## src/rtl/cache_controller.sv

```systemverilog
// Cache set sequencer: compares each processor request against one set, then
// writes back a dirty victim and refills the line from memory on a miss.
module cache_controller #(
  parameter int TAG_WIDTH    = 26,
  parameter int INDEX_WIDTH  = 2,
  parameter int OFFSET_WIDTH = 4
) (
  input  logic                 clk_i,
  input  logic                 rst_i,
  input  logic                 ren_i,
  input  logic                 wen_i,
  input  logic [31:0]          addr_i,
  input  logic                 hit_i,
  input  logic                 dirty_i,
  input  logic [TAG_WIDTH-1:0] tag_i,
  input  logic                 mem_ready_i,
  output logic [5:0]           control_o,
  output logic [31:0]          mem_addr_o,
  output logic                 mem_ren_o,
  output logic                 mem_wen_o,
  output logic                 ready_o
);

  localparam int CNT_W = OFFSET_WIDTH - 2;
  localparam logic [CNT_W-1:0] CNT_LAST = '1;

  // control_o = {write_en, update_en, set_valid, set_dirty, strategy_en, offset_sel}
  localparam logic [5:0] CTRL_IDLE     = 6'b000001;
  localparam logic [5:0] CTRL_RD_HIT   = 6'b000011;
  localparam logic [5:0] CTRL_WR_HIT   = 6'b101111;
  localparam logic [5:0] CTRL_FILL     = 6'b010000;
  localparam logic [5:0] CTRL_FILL_END = 6'b011000;

  typedef enum logic [1:0] {
    COMPARE    = 2'd0,
    WRITE_BACK = 2'd1,
    ALLOCATE   = 2'd2
  } state_t;

  state_t               state, state_next;
  logic [CNT_W-1:0]     cnt, cnt_next;
  logic [TAG_WIDTH-1:0] addr_tag;
  logic [INDEX_WIDTH-1:0] addr_idx;
  logic                 cnt_last;
  logic                 unused_addr;

  assign addr_tag    = addr_i[31:32-TAG_WIDTH];
  assign addr_idx    = addr_i[OFFSET_WIDTH+INDEX_WIDTH-1:OFFSET_WIDTH];
  assign cnt_last    = (cnt == CNT_LAST);
  assign unused_addr = ^addr_i[OFFSET_WIDTH-1:0];

  function automatic logic [31:0] word_addr(input logic [TAG_WIDTH-1:0]   tag,
                                            input logic [INDEX_WIDTH-1:0] idx,
                                            input logic [CNT_W-1:0]       word);
    return {tag, idx, word, 2'b00};
  endfunction

  always_ff @(posedge clk_i) begin
    if (rst_i) begin
      state <= COMPARE;
      cnt   <= '0;
    end else begin
      state <= state_next;
      cnt   <= cnt_next;
    end
  end

  always_comb begin
    state_next = state;
    cnt_next   = cnt;
    control_o  = '0;
    mem_addr_o = {addr_i[31:OFFSET_WIDTH], {OFFSET_WIDTH{1'b0}}};
    mem_ren_o  = 1'b0;
    mem_wen_o  = 1'b0;
    ready_o    = 1'b0;

    case (state)
      COMPARE: begin
        control_o = CTRL_IDLE;
        if (wen_i && hit_i) begin
          control_o = CTRL_WR_HIT;
          ready_o   = 1'b1;
        end else if (ren_i && hit_i) begin
          control_o = CTRL_RD_HIT;
          ready_o   = 1'b1;
        end else if (wen_i || ren_i) begin
          cnt_next   = '0;
          state_next = dirty_i ? WRITE_BACK : ALLOCATE;
        end
      end

      // Victim address comes from the set's stored tag; strategy stays frozen.
      WRITE_BACK: begin
        mem_addr_o = word_addr(tag_i, addr_idx, cnt);
        mem_wen_o  = 1'b1;
        if (mem_ready_i) begin
          cnt_next = cnt + 1'b1;
          if (cnt_last) state_next = ALLOCATE;
        end
      end

      // Line only becomes valid with its last word, so no early hit is seen.
      ALLOCATE: begin
        mem_addr_o = word_addr(addr_tag, addr_idx, cnt);
        mem_ren_o  = 1'b1;
        if (mem_ready_i) begin
          control_o = cnt_last ? CTRL_FILL_END : CTRL_FILL;
          cnt_next  = cnt + 1'b1;
          if (cnt_last) state_next = COMPARE;
        end
      end

      default: state_next = COMPARE;
    endcase

    if (rst_i) begin
      control_o  = '0;
      mem_addr_o = '0;
      mem_ren_o  = 1'b0;
      mem_wen_o  = 1'b0;
      ready_o    = 1'b0;
    end
  end

endmodule

```

## config.mk

```make
export PLATFORM = sky130hd
export DESIGN_NAME = cache_controller
export DESIGN_NICKNAME = d
export VERILOG_FILES = /design/src/rtl/cache_controller.sv
export SDC_FILE = /design/constraint.sdc
export NUM_CORES = 1
export LEC_CHECK = 0
export CORE_UTILIZATION = 23
export CTS_CLUSTER_DIAMETER = 150
export DETAILED_ROUTE_END_ITERATION = 10
export PLACE_DENSITY = 0.73
export SETUP_SLACK_MARGIN = 0.02
export SYNTH_ARGS = -nofsm -noshare
export SYNTH_HDL_FRONTEND = slang
export SYNTH_SLANG_ARGS = --single-unit
```

## constraint.sdc

```tcl
create_clock -name clk_i -period 1.7 [get_ports clk_i]
set_input_delay 0.34 -clock clk_i [delete_from_list [all_inputs] [get_ports clk_i]]
set_output_delay 0.34 -clock clk_i [all_outputs]
set_load 0.05 [all_outputs]
```

==> results of run 1 <==
kinds of logic after synthesis:
| logic type | count (synthesis) | synth area share |
|---|---|---|
| other cells | 1 | 0.004427 |
| buf+inv | 16 | 0.1152 |
| mux | 3 | 0.03693 |
| compound gates | 41 | 0.4136 |
| fa+ha+maj | 7 | 0.1034 |
| simple gates | 43 | 0.2319 |
| flops | 4 | 0.09454 |
synthesized netlist by cell type (2+ instances only):
library cell                n
sky130_fd_sc_hd__nand2_1    4
sky130_fd_sc_hd__dfxtp_1    4
sky130_fd_sc_hd__buf_4      4
sky130_fd_sc_hd__nor2b_1    4
sky130_fd_sc_hd__o2111a_1   2
sky130_fd_sc_hd__buf_2      6
sky130_fd_sc_hd__buf_6      2
sky130_fd_sc_hd__nand2b_1   3
sky130_fd_sc_hd__nand3_1    2
sky130_fd_sc_hd__a22oi_1   27
sky130_fd_sc_hd__ha_1       7
sky130_fd_sc_hd__nor2_1    27
sky130_fd_sc_hd__inv_1      2
sky130_fd_sc_hd__o211a_1    3
sky130_fd_sc_hd__mux2i_1    2
final cells by class:
| class | instances | area, sq um | area share |
|---|---|---|---|
| Tap cell | 46 | 57.56 | 0.01985 |
| Clock buffer | 3 | 41.29 | 0.01424 |
| Multi-Input combinational cell | 99 | 1121 | 0.3867 |
| Timing Repair Buffer | 123 | 1575 | 0.5434 |
| Inverter | 3 | 16.27 | 0.005611 |
| Sequential cell | 4 | 87.58 | 0.03021 |
through the flow:
stage          TNS, ns  instances  area (sq um)    util  power, mW
5_1_grt         -7.797        278          2899  0.8422      3.994
6_report        -5.901        278          2899  0.8422      3.834
4_1_cts         -6.181        277          2867  0.8328      3.747
2_1_floorplan   -2.855        116          1219       -      1.980
3_5_place_dp    -5.408        265          2635  0.7655      3.201
3_3_place_gp    -3.959        265          2635  0.7655      3.114
worst max-delay path by stage:
stage               startpoint              to  slack [ns]  cells past startpoint
finish                state[1]  mem_addr_o[24]       -0.23                      7
CTS                   state[1]  mem_addr_o[24]       -0.25                      7
global placement      state[0]   mem_addr_o[6]       -0.16                      6
detailed placement    state[0]   mem_addr_o[8]       -0.22                      6
floorplan             state[0]    control_o[3]       -0.18                      5
global route          state[1]   mem_addr_o[6]       -0.29                      7
state kept, by name (all words and copies together), names as in the netlist:
signal and count:
cnt 2, state 2
report_power, final:
group / switching, mW / internal [mW] / leakage, nW
Sequential: 0.0315 / 0.128 / 0.0340
Combinational: 1.78 / 1.70 / 1.10
Clock: 0.0502 / 0.151 / 0.0216
per-layer routing:
layer  part of all wire  routed length (microns)  GRT usage  up-vias
met4              0.044                      220     0.1512        0
met2               0.55                     2713     0.4878       77
met5                  0                        0          0        -
li1                   -                        -          -      655
met3              0.063                      313    0.04745       20
met1               0.34                     1707     0.2388      660
timing repair:
| item | 4_1_cts | 5_1_grt |
|---|---|---|
| setup endpoints to repair | 35 | 39 |
| resized for setup | 28 | 6 |
| gates cloned | 3 | 0 |
| pin swaps | 19 | 9 |
| hold endpoints to repair | 0 | 0 |
| buffers inserted | 6 | 1 |
worst reg2reg max path, delay by kind of cell (launching register included):
family                     cells  cell delay [ns]
AOI/OAI and AO/OA              2             0.53
adders and majority gates      1             0.27
buffers and inverters          2             0.18
DFF                            1             0.36
muxes                          1             0.32
==> key figures, run 1 <==
Finish
  • Synthesis-to-finish area growth: 242.2%
  • Commonest cells after routing, fill and taps aside: sky130_fd_sc_hd__clkdlybuf4s50_1 (58), sky130_fd_sc_hd__buf_12 (37), sky130_fd_sc_hd__a22oi_2 (27)
  • Diode count: 0
  • Fraction of final layout cells sized beyond drive strength 1: 0.6250
  • Number of nets in the layout: 306
  • Filler Cells Inserted: 176
  • Commonest non-fill, non-tap cell in the layout: sky130_fd_sc_hd__clkdlybuf4s50_1

Placed design
  • # port buffers: 99
  • Hpwl dp: 3622 microns
  • Routability-driven placement congestion ratio: 0.7580
  • Worst slack, placed: -0.2169 ns

Run status
  • Result of the run: complete, but fails checks
  • Failing checks: negative setup slack

Critical path
  • CP Launch Type: flop
  • Max incr delay on CP: 0.36 ns
  • Sum of buffers and inverters on the critical path: 3
  • Cells along the critical path: inv_4 > ha_4 > nand2b_4 > buf_6 > a22oi_2 > nor2_4 > buf_12
  • Endpoint required time on the critical path: 1.36 ns
  • Slowest cell on the critical path: sky130_fd_sc_hd__dfxtp_4
  • Nature of the critical path endpoint: output port
  • Worst R2R End: state[1]
  • Flop-to-flop setup slack: -0.07 ns
  • Reg-to-reg critical path startpoint: state[0]
  • Worst endpoint data arrival time: 1.59 ns
  • Maximum fanout along the worst path: 9
  • Kind of cell adding the most delay to the critical path: flip-flops
  • Kind of critical path: flop to output port
  • Worst Reg-to-Reg Cells: 6

Global routing
  • Wire length of the first global-routing pass: 7769 microns
  • Total congestion overflow after global routing: 0
  • Initial antenna violation count: 0
  • Vias in the first global route: 1591
  • Tot GR Track Use: 0.2507
  • Largest net degree at the start of global routing: 16

Clocking
  • Skew-Pair Late Insertion Delay: 0.22 ns
  • Total number of H-tree levels: 1
  • Clock Path Buffers: 2
  • Clock Pin Slew Worst Setup and Hold Paths: 0.03 ns
  • Number of CTS-inserted buffers: 3
  • Clock tree from TritonCTS: built
  • Hold buffer count at CTS: 0
  • Num Clock Sinks: 4
  • CTS Root Cell: sky130_fd_sc_hd__clkbuf_8

STA
  • RSZ-0062 raised after global routing: true
  • Maximum clock skew at final layout: 0.003315 ns
  • Hold Fails Final Rpt: 0
  • Final WS setup: -0.2289 ns
  • Final setup viols: 35
  • Min cycle time layout: 1.929 ns
  • Fin crit share: 1.135
  • Max Slew Vio Count: 0
  • Hold WS: 0.5234 ns
  • Max Clock Freq: 518.4 MHz

Power and ir drop
  • Pwr Density: 1323 mW/mm^2
  • Leak Pwr: 1.154 nW
  • Worst voltage drop across the vdd grid: 1028 uV

Synthesis
  • Number of warning messages in the yosys log: 0
  • Mapped cell area: 847.1 sq um
  • Average cell area after synthesis: 7.366 sq um
  • Area fraction of the dominant cell type after synthesis: 0.2393
  • Seq cells post-synth: 4
  • Cell accounting for the most synthesized area: sky130_fd_sc_hd__a22oi_1
  • Post-synthesis cell count: 115
  • Cell variety after synth: 31
  • Top FF cell, synth: sky130_fd_sc_hd__dfxtp_1
  • Number of enable-type register cells in the synthesized netlist: 0
  • Portion of the post-synthesis area used by sequential elements: 0.09453
  • Share of synthesized registers carrying an async set or reset: 0
  • Synth top area cells: sky130_fd_sc_hd__a22oi_1 (24%), sky130_fd_sc_hd__nor2_1 (12%), sky130_fd_sc_hd__ha_1 (10%)

Worst hold path
  • Type of the worst min-delay path: flop to flop
  • Start point of the worst hold path: cnt[1]
  • Min-Delay Endpoint: cnt[1]
  • Cell depth of the worst hold path: 2

Die
  • Std cell rows: 21
  • DIE HEIGHT: 62.69 microns
  • Width of the chip: 62.69 microns
  • DIE AREA: 0.003929 sq mm
  • Initial Utilization: 0.2461
  • Total core area: 0.003442 sq mm
  • I/O pin cnt: 106

Detailed routing
  • Post-Route WL: 4954 microns
  • Total via count after detailed routing: 1412
  • Antenna Nets Post-Route: 0
  • Average vias per placed instance: 5.079
  • DR DRC count: 0
  • Starting DRC count in detailed routing: 31
  • Number of iterations in the first detailed-routing pass: 3
  • Average wire per standard cell: 17.82 microns

Run
  • Number of maximum-capacitance violations: 0
(Power assumes the default switching activity.)
==> run 2: changes to the inputs <==
--- a/config.mk
+++ b/config.mk
@@ -5,10 +5,10 @@
 export SDC_FILE = /design/constraint.sdc
 export NUM_CORES = 1
 export LEC_CHECK = 0
-export CORE_UTILIZATION = 23
+export CORE_UTILIZATION = 26
 export CTS_CLUSTER_DIAMETER = 150
 export DETAILED_ROUTE_END_ITERATION = 10
-export PLACE_DENSITY = 0.73
+export PLACE_DENSITY = 0.78
 export SETUP_SLACK_MARGIN = 0.02
 export SYNTH_ARGS = -nofsm -noshare
 export SYNTH_HDL_FRONTEND = slang
==> constraint.sdc (replaced) <==
create_clock -name clk_i -period 2.2 [get_ports clk_i]
set_input_delay 0.44 -clock clk_i [delete_from_list [all_inputs] [get_ports clk_i]]
set_output_delay 0.44 -clock clk_i [all_outputs]
set_load 0.05 [all_outputs]
==> key figures, run 2 (synthesis results as in run 1) <==
Power and ir drop
  • Worst voltage drop across the vdd grid: 778.6 uV
  • Power after layout: 2.305 mW
  • Pwr Density: 983.2 mW/mm^2
  • Leak Pwr: 1.000 nW

Finish
  • Top flop regs: cnt: 2 flops, state: 2 flops
  • Filler Cells Inserted: 226
  • Area of all sequential standard cells: 85.08 sq um
  • Commonest cells after routing, fill and taps aside: sky130_fd_sc_hd__clkdlybuf4s50_1 (59), sky130_fd_sc_hd__buf_12 (28), sky130_fd_sc_hd__nor2_2 (26)
  • Cell area after layout: 0.002345 sq mm
  • Commonest non-fill, non-tap cell in the layout: sky130_fd_sc_hd__clkdlybuf4s50_1
  • Diode count: 0
  • Post-layout utilization of the core: 0.7618
  • Fraction of final layout cells sized beyond drive strength 1: 0.4813
  • Non-Filler Instances: 258
  • Multi-input gate area in the final layout: 822.0 sq um
  • Number of nets in the layout: 288
  • Synthesis-to-finish area growth: 176.8%

Detailed routing
  • Number of iterations in the first detailed-routing pass: 4
  • Starting DRC count in detailed routing: 49
  • Antenna Nets Post-Route: 0
  • Average wire per standard cell: 16.17 microns
  • Post-Route WL: 4172 microns
  • Average vias per placed instance: 4.938
  • Total via count after detailed routing: 1274
  • DR DRC count: 0

Clocking
  • Clock tree from TritonCTS: built
  • Num Clock Sinks: 4
  • Skew-Pair Late Insertion Delay: 0.23 ns
  • Total number of H-tree levels: 1
  • Clock Path Buffers: 2
  • Clock Pin Slew Worst Setup and Hold Paths: 0.03 ns
  • Number of CTS-inserted buffers: 3
  • CTS Root Cell: sky130_fd_sc_hd__clkbuf_4

STA
  • Final setup viols: 0
  • RSZ-0062 raised after global routing: true
  • Maximum clock skew at final layout: 0.001075 ns
  • Max Clock Freq: 461.3 MHz
  • Final WS setup: 0.03216 ns
  • Setup TNS: 0 ns
  • Hold WS: 0.4974 ns
  • Min cycle time layout: 2.168 ns
  • Max Slew Vio Count: 0
  • Fin crit share: 0.9854
  • Hold Fails Final Rpt: 0

Critical path
  • Slowest cell on the critical path: sky130_fd_sc_hd__dfxtp_4
  • Cells along the critical path: inv_6 > ha_4 > and2_4 > buf_16 > a22oi_1 > nor2_2 > buf_12
  • CP Launch Type: flop
  • Max incr delay on CP: 0.37 ns
  • Worst Reg-to-Reg Cells: 5
  • Maximum fanout along the worst path: 13
  • Reg-to-reg critical path startpoint: state[0]
  • Worst endpoint data arrival time: 1.73 ns
  • Flop-to-flop setup slack: 0.61 ns
  • Nature of the critical path endpoint: output port
  • Worst Setup SP: state[1]
  • Kind of critical path: flop to output port
  • Worst R2R End: state[1]
  • Endpoint required time on the critical path: 1.76 ns
  • Capturing element of the worst setup path: mem_addr_o[20]

Die
  • Initial Utilization: 0.2752
  • I/O pin cnt: 106
  • Width of the chip: 59.08 microns
  • DIE HEIGHT: 59.08 microns
  • Std cell rows: 20
  • Total core area: 0.003078 sq mm
  • DIE AREA: 0.003490 sq mm

Global routing
  • Vias in the first global route: 1259
  • Largest net degree at the start of global routing: 27
  • Tot GR Track Use: 0.2219
  • Initial antenna violation count: 0
  • Wire length of the first global-routing pass: 5913 microns
  • Total congestion overflow after global routing: 0

Placed design
  • Routability-driven placement congestion ratio: 0.7805
  • Hpwl dp: 3115 microns
  • Placed insts: 252
  • # port buffers: 99
  • Worst slack, placed: 0.05089 ns
  • Area of placed instances: 0.002165 sq mm

Run status
  • Result of the run: complete, no violations

Run
  • Number of maximum-capacitance violations: 0

Worst hold path
  • Type of the worst min-delay path: flop to flop
## run 2: cell count changes in the layout (fill, tap and decap cells not counted), sizes merged
cell,previous run,this run
and2,4,1
clkdlybuf4s50,58,59
dlygate4sd2,1,0
clkbuf,3,4
buf,64,48
## run 2: layout make-up
class / instances / area share
tap: 44 / 0.02348
inverter: 3 / 0.006937
clock buffer: 3 / 0.009605
multi-input combinational: 96 / 0.3506
sequential: 4 / 0.03629
timing repair buffer: 108 / 0.5731
## run 2: worst max-delay path: cells and delay by family, from the launching register on
family	cells	cell delay, ns
AO/OA/AOI/OAI	1	0.26
adder cells (fa/ha/maj)	1	0.24
buffers and inverters	3	0.36
flip-flops	1	0.37
AND/OR/NAND/NOR	2	0.25
## run 2: what timing repair did
item	CTS	global route
hold endpoints to repair	0	0
hold buffers	0	0
gates cloned	1	1
resized for setup	15	11
buffers inserted	1	0
pin swaps	3	1
endpoints found under the setup margin	26	19
## run 2: worst min-delay path by stage
stage / start / endpoint / slack, ns / cells after the start
after floorplan: cnt[1] / cnt[1] / 0.45 / 2
after CTS: cnt[1] / cnt[1] / 0.50 / 2
after detailed placement: cnt[1] / cnt[1] / 0.50 / 2
after global placement: cnt[1] / cnt[1] / 0.47 / 2
after global routing: cnt[1] / cnt[1] / 0.52 / 2
final: cnt[1] / cnt[1] / 0.50 / 2
## run 2: power breakdown
part           leakage, nW  internal [mW]  switching, mW
registers           0.0337         0.0953         0.0194
clock network       0.0138         0.0609         0.0278
logic                0.953          0.964           1.14
## run 2: per-layer routing
| metal | routed length [microns] | vias up | GRT usage | part of all wire |
|---|---|---|---|---|
| li1 | - | 615 | - | - |
| met1 | 1467 | 589 | 0.2240 | 0.35 |
| met2 | 2341 | 62 | 0.4448 | 0.56 |
| met3 | 272 | 8 | 0.03712 | 0.065 |
| met4 | 91 | 0 | 0.08503 | 0.022 |
| met5 | 0 | - | 0 | 0 |
